File: src/rtl/sym_pkg.sv
`default_nettype none
// ============================================================================
//  Module      : sym_pkg
//  Description : Shared types, constants and helpers for the symbol-counting
//                round controller (state encoding, LFSR taps, counter limits).
//  Revision    : 1.0 - initial release
// ============================================================================
package sym_pkg;

    // Round controller states
    typedef enum logic [1:0] {
        IDLE  = 2'd0,
        START = 2'd1,
        SHOW  = 2'd2,
        DONE  = 2'd3
    } state_e;

    localparam logic [15:0] LFSR_TAPS = 16'hB400;
    localparam int          COUNT_W   = 8;
    localparam logic [COUNT_W-1:0] SAT_MAX = 8'hFF;

    // One step of the right-shifting Galois LFSR; a nonzero state never maps to 0
    function automatic logic [15:0] lfsr_next(input logic [15:0] cur);
        lfsr_next = {1'b0, cur[15:1]} ^ (cur[0] ? LFSR_TAPS : 16'h0000);
    endfunction

    // Increment that sticks at SAT_MAX instead of wrapping
    function automatic logic [COUNT_W-1:0] sat_inc(input logic [COUNT_W-1:0] v);
        sat_inc = (v == SAT_MAX) ? v : v + COUNT_W'(1);
    endfunction

endpackage
`default_nettype wire

File: src/rtl/sym_lfsr.sv
`default_nettype none
// ============================================================================
//  Module      : sym_lfsr
//  Description : 16-bit Galois LFSR that steps only when advance is high.
//                Loads the seed on reset; otherwise free of round boundaries.
//  Revision    : 1.0 - initial release
// ============================================================================
module sym_lfsr
    import sym_pkg::*;
(
    input  logic        Clk100M,
    input  logic        reset,
    input  logic        advance,
    input  logic [15:0] seed,
    output logic [15:0] state
);

    logic [15:0] r_state_q;
    logic [15:0] w_state_d;

    // Next LFSR value: step only on request
    always_comb begin
        w_state_d = r_state_q;
        if (advance) begin
            w_state_d = lfsr_next(r_state_q);
        end
    end

    // LFSR register, seeded on reset
    always_ff @(posedge Clk100M) begin
        if (reset) begin
            r_state_q <= seed;
        end else begin
            r_state_q <= w_state_d;
        end
    end

    assign state = r_state_q;

endmodule
`default_nettype wire

File: src/rtl/sym_round_ctrl.sv
`default_nettype none
// ============================================================================
//  Module      : sym_round_ctrl
//  Description : Runs one symbol-counting round: shows a pseudo-random symbol
//                stream, counts magic symbols and user presses, and signals
//                start/stop of the round to the scoring block.
//  Revision    : 1.0 - initial release
// ============================================================================
module sym_round_ctrl
    import sym_pkg::*;
#(
    parameter int                SYM_PERIOD  = 100_000_000,
    parameter int                NUM_SYMBOLS = 32,
    parameter int                SYM_W       = 4,
    parameter logic [SYM_W-1:0]  MAGIC       = 4'hA,
    parameter logic [15:0]       LFSR_SEED   = 16'hACE1
) (
    input  logic               Clk100M,
    input  logic               reset,
    input  logic               go,
    input  logic               userPress,
    output logic [SYM_W-1:0]   symbol,
    output logic               symbolValid,
    output logic               start,
    output logic               stop,
    output logic               busy,
    output logic [COUNT_W-1:0] userCount,
    output logic [COUNT_W-1:0] magicSymbolCount
);

    localparam int                  TIMER_W      = $clog2(SYM_PERIOD);
    localparam logic [TIMER_W-1:0]  C_TIMER_LAST = TIMER_W'(SYM_PERIOD - 1);
    localparam logic [7:0]          C_NUM_SYM    = 8'(NUM_SYMBOLS);

    // Registered state
    state_e              r_state_q;
    logic [TIMER_W-1:0]  r_timer_q;
    logic [7:0]          r_sym_idx_q;
    logic                r_go_prev_q;
    logic                r_press_prev_q;
    logic [SYM_W-1:0]    r_symbol_q;
    logic                r_symbol_valid_q;
    logic                r_start_q;
    logic                r_stop_q;
    logic                r_busy_q;
    logic [COUNT_W-1:0]  r_user_cnt_q;
    logic [COUNT_W-1:0]  r_magic_cnt_q;

    // Next-state values
    state_e              w_state_d;
    logic [TIMER_W-1:0]  w_timer_d;
    logic [7:0]          w_sym_idx_d;
    logic [SYM_W-1:0]    w_symbol_d;
    logic                w_symbol_valid_d;
    logic                w_start_d;
    logic                w_stop_d;
    logic                w_busy_d;
    logic [COUNT_W-1:0]  w_user_cnt_d;
    logic [COUNT_W-1:0]  w_magic_cnt_d;

    logic                w_go_edge;
    logic                w_press_edge;
    logic                w_lfsr_adv;
    logic [15:0]         w_lfsr_state;
    logic [SYM_W-1:0]    w_new_sym;
    logic                w_magic_hit;

    sym_lfsr u_lfsr (
        .Clk100M (Clk100M),
        .reset   (reset),
        .advance (w_lfsr_adv),
        .seed    (LFSR_SEED),
        .state   (w_lfsr_state)
    );

    // The symbol loaded is taken from the value the LFSR steps to this cycle
    assign w_new_sym    = SYM_W'(lfsr_next(w_lfsr_state));
    assign w_magic_hit  = (w_new_sym == MAGIC);
    assign w_go_edge    = go & ~r_go_prev_q;
    assign w_press_edge = userPress & ~r_press_prev_q;

    // Round sequencing, symbol timing and counter updates
    always_comb begin
        w_state_d        = r_state_q;
        w_timer_d        = r_timer_q;
        w_sym_idx_d      = r_sym_idx_q;
        w_symbol_d       = r_symbol_q;
        w_symbol_valid_d = 1'b0;
        w_user_cnt_d     = r_user_cnt_q;
        w_magic_cnt_d    = r_magic_cnt_q;
        w_lfsr_adv       = 1'b0;

        case (r_state_q)
            IDLE: begin
                if (w_go_edge) begin
                    w_state_d = START;
                end
            end
            START: begin
                w_user_cnt_d  = '0;
                w_magic_cnt_d = '0;
                w_sym_idx_d   = '0;
                w_timer_d     = '0;
                w_state_d     = SHOW;
            end
            SHOW: begin
                // sym_idx==0 only on the first SHOW cycle, which loads immediately
                if ((r_sym_idx_q == 8'd0) ||
                    ((r_timer_q == C_TIMER_LAST) && (r_sym_idx_q != C_NUM_SYM))) begin
                    w_lfsr_adv       = 1'b1;
                    w_symbol_d       = w_new_sym;
                    w_symbol_valid_d = 1'b1;
                    w_timer_d        = '0;
                    w_sym_idx_d      = r_sym_idx_q + 8'd1;
                    if (w_magic_hit) begin
                        w_magic_cnt_d = sat_inc(r_magic_cnt_q);
                    end
                end else if (r_timer_q == C_TIMER_LAST) begin
                    w_state_d = DONE;
                end else begin
                    w_timer_d = r_timer_q + TIMER_W'(1);
                end
                if (w_press_edge) begin
                    w_user_cnt_d = sat_inc(r_user_cnt_q);
                end
            end
            DONE: begin
                w_state_d = IDLE;
            end
            default: begin
                w_state_d = IDLE;
            end
        endcase

        // Status outputs are registered copies of the state being entered
        w_start_d = (w_state_d == START);
        w_stop_d  = (w_state_d == DONE);
        w_busy_d  = (w_state_d != IDLE);
    end

    // State and output registers with synchronous reset
    always_ff @(posedge Clk100M) begin
        if (reset) begin
            r_state_q        <= IDLE;
            r_timer_q        <= '0;
            r_sym_idx_q      <= '0;
            r_go_prev_q      <= 1'b0;
            r_press_prev_q   <= 1'b0;
            r_symbol_q       <= '0;
            r_symbol_valid_q <= 1'b0;
            r_start_q        <= 1'b0;
            r_stop_q         <= 1'b0;
            r_busy_q         <= 1'b0;
            r_user_cnt_q     <= '0;
            r_magic_cnt_q    <= '0;
        end else begin
            r_state_q        <= w_state_d;
            r_timer_q        <= w_timer_d;
            r_sym_idx_q      <= w_sym_idx_d;
            r_go_prev_q      <= go;
            r_press_prev_q   <= userPress;
            r_symbol_q       <= w_symbol_d;
            r_symbol_valid_q <= w_symbol_valid_d;
            r_start_q        <= w_start_d;
            r_stop_q         <= w_stop_d;
            r_busy_q         <= w_busy_d;
            r_user_cnt_q     <= w_user_cnt_d;
            r_magic_cnt_q    <= w_magic_cnt_d;
        end
    end

    assign symbol           = r_symbol_q;
    assign symbolValid      = r_symbol_valid_q;
    assign start            = r_start_q;
    assign stop             = r_stop_q;
    assign busy             = r_busy_q;
    assign userCount        = r_user_cnt_q;
    assign magicSymbolCount = r_magic_cnt_q;

endmodule
`default_nettype wire

File: config.mk
export PLATFORM = sky130hd
export DESIGN_NAME = sym_round_ctrl
export DESIGN_NICKNAME = d
export VERILOG_FILES = /design/src/rtl/sym_pkg.sv /design/src/rtl/sym_lfsr.sv /design/src/rtl/sym_round_ctrl.sv
export SDC_FILE = /design/constraint.sdc
export NUM_CORES = 1
export LEC_CHECK = 0
export ABC_AREA = 0
export CAP_MARGIN = 10
export CORE_UTILIZATION = 59
export CTS_CLUSTER_DIAMETER = 200
export DETAILED_ROUTE_END_ITERATION = 8
export PLACE_DENSITY = 0.89
export RECOVER_POWER = 50
export SLEW_MARGIN = 20
export SYNTH_ARGS = -nofsm -noshare
export SYNTH_HDL_FRONTEND = slang
export SYNTH_HIERARCHICAL = 1
export SYNTH_SLANG_ARGS = --single-unit
File: constraint.sdc
create_clock -name Clk100M -period 2.7 [get_ports Clk100M]
set_clock_uncertainty 0.15 [all_clocks]
set_input_delay 0.405 -clock Clk100M [delete_from_list [all_inputs] [get_ports Clk100M]]
set_output_delay 0.405 -clock Clk100M [all_outputs]
set_load 0.02 [all_outputs]
======== Word level (Yosys, flattened, before mapping) ========
Index checks and enable logic that the tools add are counted.
storage, ports and cells
  input bits .............................. 4
  output and inout bits ................... 24
  register bits after elaboration ......... 79
cells by class
  mux-type cells .......................... 19
  bitwise operators ....................... 5
  reductions and logical operators ........ 11
  eq/ne operators ......................... 16
  add/sub/neg operators ................... 4
operators by type and width
  operator                                                               number
  27-bit 2-to-1 mux                                                      2
  27-bit case mux with 2 select lines                                    1
  8-bit 2-to-1 mux                                                       6
  8-bit case mux with 2 select lines                                     3
  27-bit by 1-bit adder with 27-bit output, second input constant        1
  27-bit equality test, second input constant                            1
  8-bit by 1-bit adder with 8-bit output, second input constant          3
  8-bit equality test, second input constant                             2
  16-bit 2-to-1 mux                                                      1
  15-bit by 16-bit XOR with 16-bit output                                1
  2-bit != test, second input constant                                   5
  8-bit zero test                                                        1
  8-bit by 6-bit != test with 1-bit output, second input constant        1
  2-bit case mux with 4 select lines                                     1
  2-bit equality test, second input constant                             3
  2-bit 2-to-1 mux                                                       3
  2-bit AND reduction                                                    3
  2-bit by 1-bit equality test with 1-bit output, second input constant  2
  4-bit equality test, second input constant                             1
  4-bit AND reduction                                                    1
  2-bit nonzero test                                                     2
  3-bit != test, second input constant                                   1
  3-bit AND reduction                                                    1
  1-bit bitwise AND                                                      2
  other kinds (5)                                                        7

======== Depth between registers and ports, before layout ========
  word-level depth ........................ 6
  depth in mapped cells ................... 11
  depth with buffers taken out ............ 9

======== Cells and area by module ========
The synthesis kept the hierarchy.
by module, submodules not included
  module          area an instance (sq um)  instances  sequential area each (sq um)  cells an instance
  sym_round_ctrl  3158.0                    1          1261.2                        395
  sym_lfsr        757.0                     1          480.5                         41

======== Worst setup path before layout ========
OpenSTA, ideal clock, no wires.
  path kind ............................... flip-flop to flip-flop
  start ................................... reg r_timer_q[0]
  end ..................................... reg u_lfsr.r_state_q[0] (netlist: u_lfsr/state[0]), enable pin
  slack ................................... 209 ps
  library setup time ...................... 334 ps
  cell stages (with the launch flop) ...... 8
  buffers on the path ..................... 0
  arrival ................................. 2008 ps
  data required time ...................... 2216 ps
  clock period less this slack ............ 2491 ps
  cells stage by stage .................... dfxtp_1 ha_1 nand3_1 or4_4 o31ai_4 nand2_1 inv_1 or2_2
on the way
  word-level cells in the longest chain between the ends .. 5
RTL lines
  item                    RTL line               source
  start, declared         sym_round_ctrl.sv:37   logic [TIMER_W-1:0] r_timer_q;
  start signal, assigned  sym_round_ctrl.sv:158  r_timer_q <= w_timer_d;
  27-bit equality test    sym_round_ctrl.sv:109  ((r_timer_q == C_TIMER_LAST) && (r_sym_idx_q != C_NUM_SYM))) begin
  1-bit logical AND       sym_round_ctrl.sv:109
  1-bit logical OR        sym_round_ctrl.sv:108  if ((r_sym_idx_q == 8'd0) ||
  1-bit 2-to-1 mux        sym_round_ctrl.sv:108
  1-bit 2-to-1 mux        --
  named net w_lfsr_adv    sym_round_ctrl.sv:63   logic w_lfsr_adv;
  end signal, assigned    sym_lfsr.sv:34         r_state_q <= w_state_d;
  end, declared           sym_lfsr.sv:18         logic [15:0] r_state_q;
The timed path passes the listed nets, and every way through them passes these cells.
A chain may end at the register's enable or synchronous reset.

======== Worst setup path after layout ========
  start ................................... reg r_timer_q[0]
  end ..................................... reg u_lfsr.r_state_q[3] (netlist: u_lfsr/state[3]), enable pin
Same word-level chain as after synthesis.

==> impl_metrics.json <==
{
  "synth_ff_type": "dfxtp_1",
  "grt_pass1_wl_um": 14700,
  "viasPerCell": 6.10,
  "stdcell_count": 567,
  "synth_seq_cells": 79,
  "cts_buffer_depth": 2,
  "drc": 0,
  "grt_pass1_vias": 3304,
  "vdd_drop_max_mv": 0.367,
  "drt-total-wl_um": 8560,
  "path_class": "reg2reg",
  "drive_gt1_share_pct": 9.59,
  "power_mw": 2.79,
  "avgSynthCellArea_um2": 8.98,
  "clk_pin_slew_ns": 0.08,
  "wire_per_inst_um": 15.1,
  "cts_hold_buffers": 0,
  "crit_path_max_fanout": 16,
  "min_path_type": "reg2reg",
  "clock_latency_ns": 0.35,
  "dr.first_iter.drc_count": 339,
  "max_freq_ghz": 0.387,
  "max_cap_viol_count": 0,
  "cp.arrival_ns": 2.48,
  "vias": 3456,
  "grt_antenna_before_repair": 0,
  "synth-edff-count": 16,
  "postSynthCellCount": 436,
  "cts_buffers": 9,
  "gp_congestion": 0.868,
  "initial_core_util_pct": 61.3,
  "row_count": 29,
  "report.final.slew_viol_count": 0,
  "maxSlewHeadroom_pct": 53.0,
  "synth.cell_area_um2": 3920,
  "status": "completed",
  "required_ns": 2.59,
  "port_buffers": 27,
  "cts_tree": "yes",
  "area_delta_synth_final_pct": 16.4,
  "htreeDepth": 3,
  "ys_async_sr_fraction_pct": 0,
  "dieHeight_um": 83.5,
  "setup-violations-final": 0,
  "cts.sinks": 79,
  "hold_viol": 0,
  "worst_hold_slack_ns": 0.311,
  "placedCellCount": 549,
  "worstMarginPinSlew_ns": 0.700,
  "period_needed_ns": 2.59,
  "period_share_pct": 95.8,
  "p_per_area_nw_per_um2": 612,
  "drtAntennaViolNets": 0,
  "dr.pass1.iters": 5,
  "cts_root_buf": "clkbuf_8",
  "io_pins": 28,
  "die_w_um": 83.5,
  "nets": 497,
  "leakagePower_nw": 1.71,
  "n_antenna_cell": 0,
  "grtUsageTotal_pct": 25.9,
  "grt_max_degree": 32,
  "synth.distinct_cells": 58,
  "cp-end-kind": "register",
  "ys_seq_area_share_pct": 44.5,
  "yosys_warnings": 6,
  "die-area_um2": 6970,
  "core_area_um2": 6390,
  "detailed_place_hpwl_um": 5930,
  "overflow": 0,
  "worst_setup_path_start_kind": "register"
}
[registers in the layout, indices dropped and copies added, names as in the netlist, 2 cells and up]
name	cells
userCount	8
r_sym_idx_q	8
r_timer_q	27
symbol	4
r_state_q	2
u_lfsr/state	16
magicSymbolCount	8
[timing repair]
item | 4_1_cts | 5_1_grt
buffers inserted | 0 | 2
gates resized for setup | 0 | 6
endpoints found under the setup margin | 0 | 24
[placed cells by master (no fill, tap or decap), drive strengths merged, types with 9 or more instances in the layout]
master,synthesis,layout
dfxtp,63,63
inv,18,18
nand2,34,34
o21ai,48,48
nand3,38,38
buf,8,18
clkbuf,12,9
nor2,34,34
nor3,10,10
dlygate4sd3,0,26
o31ai,12,12
conb,2,16
mux2,13,13
a21oi,20,20
edfxtp,16,16
[layer usage]
layer  part of all wire, %  global-route usage [%]  up-vias
li1                      -                       -     1682
met1                    44                    32.3     1648
met2                    48                    42.8      108
met3                   5.6                    6.73       18
met4                   2.1                    10.9        0
met5                     0                       0        -
[stage by stage]
stage / setup slack, ns / setup TNS [ns] / utilization, % / instance area, um^2
floorplan: 0.209 / 0 / - / 3970
global placement: 0.171 / 0 / 68.2 / 4360
detailed placement: 0.0769 / 0 / 68.2 / 4360
CTS: 0.0359 / 0 / 71.6 / 4570
global route: -0.00209 / -0.0104 / 71.4 / 4560
finish: 0.113 / 0 / 71.4 / 4560
[kinds of logic (layout without fill, tap and decap cells)]
logic type | Yosys count | in the layout | share of synthesized area, %
other | 2 | 16 | 0.192
xor gates and xnor gates | 10 | 10 | 2.24
and+or+nand+nor | 168 | 168 | 22.1
AOI/OAI and AO/OA | 117 | 117 | 19.0
buffers and inverters | 38 | 78 | 4.19
muxes | 14 | 14 | 5.24
DFF | 79 | 79 | 44.5
adders and majority gates | 8 | 8 | 2.56
[Yosys cell counts (all sizes together) (10+ instances only)]
library cell | instances | share of area (%)
a21oi | 20 | 2.6
clkbuf | 12 | 1.2
dfxtp | 63 | 32
edfxtp | 16 | 12
inv | 18 | 1.7
mux2 | 13 | 5.0
nand2 | 34 | 3.3
nand3 | 38 | 5.0
nor2 | 34 | 3.3
nor3 | 10 | 1.3
o21ai | 48 | 6.1
o31ai | 12 | 2.7
[path summary, 6_finish.rpt]
check                             startpoint               to  slack [ns]  depth (start not counted)
worst max-delay path            r_timer_q[0]  u_lfsr/state[3]        0.11                          8
worst min-delay path               symbol[1]        symbol[1]        0.31                          2
worst max register to register  r_timer_q[0]  u_lfsr/state[3]        0.11                          8
worst min register to register     symbol[1]        symbol[1]        0.31                          2
[worst max-delay path, stage by stage, from the launching register on]
cell and delay (ns):
dfxtp_2 0.36, ha_2 0.20, nand3_1 0.10, or4_4 0.58, o31ai_4 0.34, buf_4 0.17
nand2_1 0.06, inv_1 0.06, or2_4 0.25
[final cells by class]
class	instances	area [um^2]
multi-input cells	333	2030
fillers	473	1830
flip-flops and latches	79	1740
repair buffers	44	409
clock buffers	9	124
well taps	77	96.3
clock inverters	7	87.6
inverters	18	67.6
[report_power, final]
part | switching, mW | internal, mW
combinational | 0.324 | 0.193
clock | 0.427 | 0.514
sequential | 0.0383 | 1.29
Note: power is estimated with default switching activity, not from simulation.
==> RTL edit 1 (same settings) <==
The parameter `SYM_PERIOD` goes from 100_000_000 to 50_000_000.
--- a/src/rtl/sym_round_ctrl.sv
+++ b/src/rtl/sym_round_ctrl.sv
@@ -9,7 +9,7 @@
 module sym_round_ctrl
     import sym_pkg::*;
 #(
-    parameter int                SYM_PERIOD  = 100_000_000,
+    parameter int                SYM_PERIOD  = 50_000_000,
     parameter int                NUM_SYMBOLS = 32,
     parameter int                SYM_W       = 4,
     parameter logic [SYM_W-1:0]  MAGIC       = 4'hA,
Check against the original RTL: no difference found for any inputs over 10 cycles, from zero or initial values and one cycle with reset high; that may be too few to reach the edited logic, so the function may still have changed.
==> RTL edit 1 against the original RTL <==
  * The flow now finishes with violations (DRC)
  * Area after synthesis grew 3.3%
  * Design area shrank 0.77%
  * Routed wire length shrank 0.12%
  * Total power shrank 4.6%
  * First-iteration DRC count shrank 29%
  * Cell count shrank 1.2%
  * Sequential cell count shrank 1
  * Setup slack gained 0.065 ns
  * Largest power group unchanged
==> RTL edit 1: results (changes against the original RTL) <==
* Postcts setup bufs at 0 (unchanged)
* Number of global-route vias before repair at 3,071 (was 3,304)
* Status: complete, but fails checks (was completed)
* Leakage at 0.00165 uW (was 0.00171 uW)
* Share of flip-flops with an asynchronous set or reset at 0 (unchanged)
* Final HPWL DP at 5830 um (was 5930 um)
* Pre-antenna DRT Iters at 7 (was 5)
* Root buffer cell: clkbuf_8 (unchanged)
* Clock slew at reported path FFs at 0.09 ns
* GPL Wtd Cong at 0.851 (was 0.868)
* CP Max Fanout at 8 (was 16)
* Failing checks: DRC
* Post-synth top flop: dfxtp_1 (unchanged)
* Initial antenna violation count at 0 (unchanged)
* Worst min-delay path class: flip-flop to flip-flop (unchanged)
* # port buffers at 27 (unchanged)
* First-pass GRT wire length at 14,400 um (was 14,700 um)
* Worst skew pair latency at 0.35 ns (about the same)
* H-Tree Depth at 3 (unchanged)
* TritonCTS Buffers at 9 (unchanged)
* Arr. time, crit path at 2.63 ns (was 2.48 ns)
* Largest cells by area after synthesis: dfxtp_1 (31%), edfxtp_1 (12%), a21oi_1 (5.9%) (was dfxtp_1 (32%), edfxtp_1 (12%), o21ai_0 (5.6%))
* Register area share after synthesis at 0.426 (was 0.445)
* Flop pwr share at 0.495 (was 0.477)
* Switch share at 0.315 (was 0.283)
* Largest net degree at the start of global routing at 34 (was 32)
* Seq cells post-synth at 78 (was 79)
* Layout cells sized above 1 at 0.0952 (was 0.0959)
* Total GRT Usage at 0.252 (was 0.259)
* Final #Nets at 490 (was 497)
* P_comb at 555 uW (was 517 uW)
* DRC viols at 3 (was 0)
* DR vias at 3,441 (was 3,456)
* Post-synth EDFFs at 16 (unchanged)
* Drt wl/cell at 15.3 um (was 15.1 um)
* Post-synth cell types at 68 (was 58)
* Peak VDD IR at 0.374 mV (was 0.367 mV)
* Slowest CP cell: or4b_4 (was or4_4)
* First-iteration detailed-routing DRC count at 241 (was 339)
* Top delay family on crit path: simple AND/OR/NAND/NOR gates (unchanged)
* Ys Warns at 6 (unchanged)
* Antenna cells at 0 (unchanged)
* CTS Buffer Depth at 2 (unchanged)
* Synth cell count leaders: dfxtp_1 (62), a21oi_1 (48), nor2_1 (35) (was dfxtp_1 (63), o21ai_0 (44), nand3_1 (37))
* Biggest register: r_timer_q (unchanged)
* Max reg flops at 26 (was 27)
* DRT antenna net count at 0 (unchanged)
* Worst slew margin at 0.0619 (was 0.530)
* Yosys top cell area share at 0.307 (was 0.322)
* Crit path largest cell delay at 0.47 ns (was 0.58 ns)
==> RTL edit 1: changes by cell type after synthesis, sizes merged, moves of 6 or more <==
cell,delta
nand3,-8
a21oi,+28
nand2,-9
o21ai,-28
a211oi,+11
inv,-6
o31ai,-11
or3,+9
==> RTL edit 1: final timing paths <==
check	start	endpoint	slack (ns)	cells past startpoint
setup / recovery	r_sym_idx_q[0]$_SDFFE_PP0P_	magicSymbolCount[6]$_SDFFE_PP0P_	0.18	9
hold / removal	r_timer_q[23]$_SDFFE_PP0P_	r_timer_q[23]$_SDFFE_PP0P_	0.34	1
setup reg to reg	r_sym_idx_q[0]$_SDFFE_PP0P_	magicSymbolCount[6]$_SDFFE_PP0P_	0.18	9
hold reg to reg	r_timer_q[23]$_SDFFE_PP0P_	r_timer_q[23]$_SDFFE_PP0P_	0.34	1
==> RTL edit 1: timing repair <==
action,CTS,global route
endpoints found under the setup margin,0,16
resized for setup,0,1
hold endpoints to repair,0,0
==> RTL edit 1: cells by family (layout without fill, tap and decap cells) <==
family | Yosys count | count (layout) | synth area share
AOI/OAI and AO/OA | 114 | 114 | 0.178
adders and majority gates | 8 | 8 | 0.0248
other | 2 | 16 | 0.00186
buffers and inverters | 35 | 67 | 0.0483
xor gates and xnor gates | 8 | 8 | 0.0173
and+or+nand+nor | 175 | 175 | 0.245
DFF | 78 | 78 | 0.426
muxes | 17 | 17 | 0.0582
==> RTL edit 1: metal layers <==
| metal | global-route usage | up-vias | part of all wire |
|---|---|---|---|
| met4 | 0.111 | 0 | 0.021 |
| met1 | 0.332 | 1637 | 0.47 |
| li1 | - | 1691 | - |
| met2 | 0.404 | 96 | 0.47 |
| met3 | 0.0501 | 17 | 0.041 |
| met5 | 0 | - | 0 |
==> RTL edit 1: stage by stage <==
stage	total power, uW	hold WS (ns)	area [um2]	setup slack [ns]	cells
after floorplan	1760	0.288	4100	0.184	451
final	2660	0.338	4520	0.178	560
after detailed placement	1920	0.317	4400	0.0840	544
after CTS	2700	0.330	4570	0.0657	560
after global placement	1890	0.313	4400	0.165	544
after global routing	2780	0.364	4520	0.0157	560
==> RTL edit 1: final cells by class <==
type / instances / area [um2]
clock buffer: 9 / 124
clock inverter: 7 / 47.5
fill: 472 / 1970
inverter: 12 / 45.0
multi-input combinational: 338 / 2140
sequential: 78 / 1720
tap: 77 / 96.3
timing repair buffer: 39 / 344
==> RTL edit 1: worst register-to-register path, cell delays in order (launching register included) <==
cell	delay [ns]
dfxtp_1	0.35
inv_1	0.09
ha_1	0.14
or4b_4	0.47
nor3_2	0.17
nor4_2	0.09
buf_4	0.15
o21ai_2	0.28
nand2b_1	0.20
a311oi_1	0.34
==> RTL edit 2 (same flow settings) <==
Without the edit above. Reset style: asynchronous (`reset`), changed in one clocked block. Comments in the files are not updated.
--- a/src/rtl/sym_round_ctrl.sv
+++ b/src/rtl/sym_round_ctrl.sv
@@ -139,7 +139,7 @@
     end
 
     // State and output registers with synchronous reset
-    always_ff @(posedge Clk100M) begin
+    always_ff @(posedge Clk100M or posedge reset) begin
         if (reset) begin
             r_state_q        <= IDLE;
             r_timer_q        <= '0;
Check against the original RTL: differs if reset is asserted again (counterexample within 4 cycles, from zero or initial values and one cycle with reset high); with reset held inactive, the same outputs for 10 cycles.
==> RTL edit 2 against the original RTL <==
  * Area after synthesis increased by 8.4%
  * Global-route usage is 0.065 points lower
  * Design area is 5.8% higher
  * Die area up 8.2%
  * Sequential cell count stayed put
  * Routed wire length up 5.4%
  * Setup slack got worse by 0.026 ns
  * Critical endpoint is now magicSymbolCount[3]$_DFFE_PP0P_
  * Largest cell class is now registers
  * Highest routed layer unchanged
Power is not compared: it rests on default switching activity, and its combinational part moved more than twofold at a synthesized area within 25%.
==> RTL edit 2: results (changes against the original RTL) <==
* Biggest register: r_timer_q (unchanged)
* Final #Nets at 489 (was 497)
* Largest net degree at the start of global routing at 45 (was 32)
* Final Cycle Share at 0.968 (was 0.958)
* Non-Filler Instances at 578 (was 567)
* Peak VDD IR at 0.589 mV
* GPL Wtd Cong at 0.880 (was 0.868)
* Critical path class: flip-flop to flip-flop (unchanged)
* Dpl cells at 561 (was 549)
* Register area share after synthesis at 0.485 (was 0.445)
* Syn Inst Count at 429 (was 436)
* Worst Hold Launch: symbol[3]$_DFFE_PP0P_ (was symbol[1]$_SDFFE_PP0P_)
* Total GRT Usage at 0.259 (about the same)
* Drt wl/cell at 15.6 um (was 15.1 um)
* CTS Buffer Depth at 2 (unchanged)
* Placed inst area at 4680 um2 (was 4360 um2)
* Post-synth cell types at 64 (was 58)
* Clock slew at reported path FFs at 0.09 ns
* Layout cells sized above 1 at 0.0975 (was 0.0959)
* Min-Delay Endpoint: symbol[3]$_DFFE_PP0P_ (was symbol[1]$_SDFFE_PP0P_)
* Worst-Margin Slew at 1.08 ns (was 0.700 ns)
* Area Growth Syn to Fin at 13.6% (was 16.4%)
* First-pass GRT wire length at 15,200 um (was 14,700 um)
* WHS Path Cells at 1 (was 2)
* Post-synth EDFFs at 16 (unchanged)
* H-Tree Depth at 3 (unchanged)
* Psw at 1670 uW
* Worst Reg-to-Reg Cells at 9 (was 8)
* Slowest CP cell: or4b_4 (was or4_4)
* R2r setup slk at 0.09 ns (was 0.11 ns)
* Crit path launch type: flip-flop (unchanged)
* Antenna cells at 0 (unchanged)
* Post-synth top flop: dfrtp_1 (was dfxtp_1)
* Max reg flops at 27 (unchanged)
* Worst r2r dst: magicSymbolCount[3]$_DFFE_PP0P_ (was u_lfsr/state[3]$_DFFE_PP_)
* Crit path largest cell delay at 0.49 ns (was 0.58 ns)
* Power Density at 866 nW/um2
* # port buffers at 27 (unchanged)
* Synth cell count leaders: dfrtp_1 (63), nand2_1 (52), o21ai_0 (47) (was dfxtp_1 (63), o21ai_0 (44), nand3_1 (37))
* Status: completed (unchanged)
* Reg-to-Reg Start: r_sym_idx_q[0]$_DFFE_PP0P_ (was r_timer_q[0]$_SDFFE_PP0P_)
* Pre-antenna DRT Iters at 5 (unchanged)
* First-iteration detailed-routing DRC count at 273 (was 339)
* Share of flip-flops with an asynchronous set or reset at 0.797 (was 0)
* DR vias at 3,546 (was 3,456)
* Top delay family on crit path: compound AO/OA/AOI/OAI gates (was simple AND/OR/NAND/NOR gates)
* Ys Warns at 6 (unchanged)
* Worst skew pair latency at 0.37 ns (was 0.35 ns)
* Number of global-route vias before repair at 3,331 (was 3,304)
* Pre-CTS setup slack at 0.0702 ns (was 0.0769 ns)
* Arr. time, crit path at 2.73 ns (was 2.48 ns)
* CP Max Fanout at 20 (was 16)
* Hold slack at 0.363 ns (was 0.311 ns)
* Largest cells by area after synthesis: dfrtp_1 (37%), edfxtp_1 (11%), o21ai_0 (5.5%) (was dfxtp_1 (32%), edfxtp_1 (12%), o21ai_0 (5.6%))
* Final HPWL DP at 6100 um (was 5930 um)
* FILL cells at 513 (was 473)
==> RTL edit 2: cell types whose count changed in the layout (fill, tap and decap cells not counted), moves of 6 or more <==
cell | before | now
a21oi_1 | 20 | 14
nand3_1 | 37 | 29
a31oi_1 | 7 | 19
and4_1 | 8 | 2
inv_1 | 18 | 11
nor2b_1 | 7 | 0
dfxtp_1 | 61 | 0
dfrtp_1 | 0 | 63
dlygate4sd3_1 | 26 | 12
buf_4 | 15 | 8
clkdlybuf4s50_1 | 0 | 15
nand2_1 | 34 | 52
nor3_1 | 10 | 3
==> RTL edit 2: kinds of logic after synthesis <==
logic type / Yosys count / synth area share
buffers and inverters: 29 / 0.0383
multiplexers: 19 / 0.0613
adder cells (fa/ha/maj): 8 / 0.0236
AO/OA/AOI/OAI: 114 / 0.168
XOR/XNOR: 7 / 0.0144
flip-flops: 79 / 0.485
AND/OR/NAND/NOR: 171 / 0.208
other: 2 / 0.00177
==> RTL edit 2: repair_timing <==
action | CTS | global route
endpoints found under the setup margin | 0 | 21
gates resized for setup | 0 | 2
setup buffers | 0 | 1
==> RTL edit 2: power groups by stage <==
stage                     clock (uW)  combinational [uW]  sequential (uW)
after floorplan                    0                1120             1690
after global placement             0                1580             1630
after detailed placement           0                1640             1640
after CTS                        922                1660             1620
after global routing             973                1790             1640
final                            917                1640             1620
==> RTL edit 2: layout make-up <==
cell class,count,area (um2),area share
sequential,79,2060,0.427
timing repair buffer,40,367,0.0760
tap,96,120,0.0249
clock buffer,10,128,0.0265
clock inverter,6,68.8,0.0143
multi-input combinational,335,2040,0.422
inverter,12,45.0,0.00934
==> RTL edit 2: per-layer routing <==
metal,part of all wire,track usage,vias up
li1,-,-,1669
met4,0.018,0.106,0
met2,0.49,0.414,120
met1,0.45,0.347,1735
met5,0,0,-
met3,0.043,0.0495,22
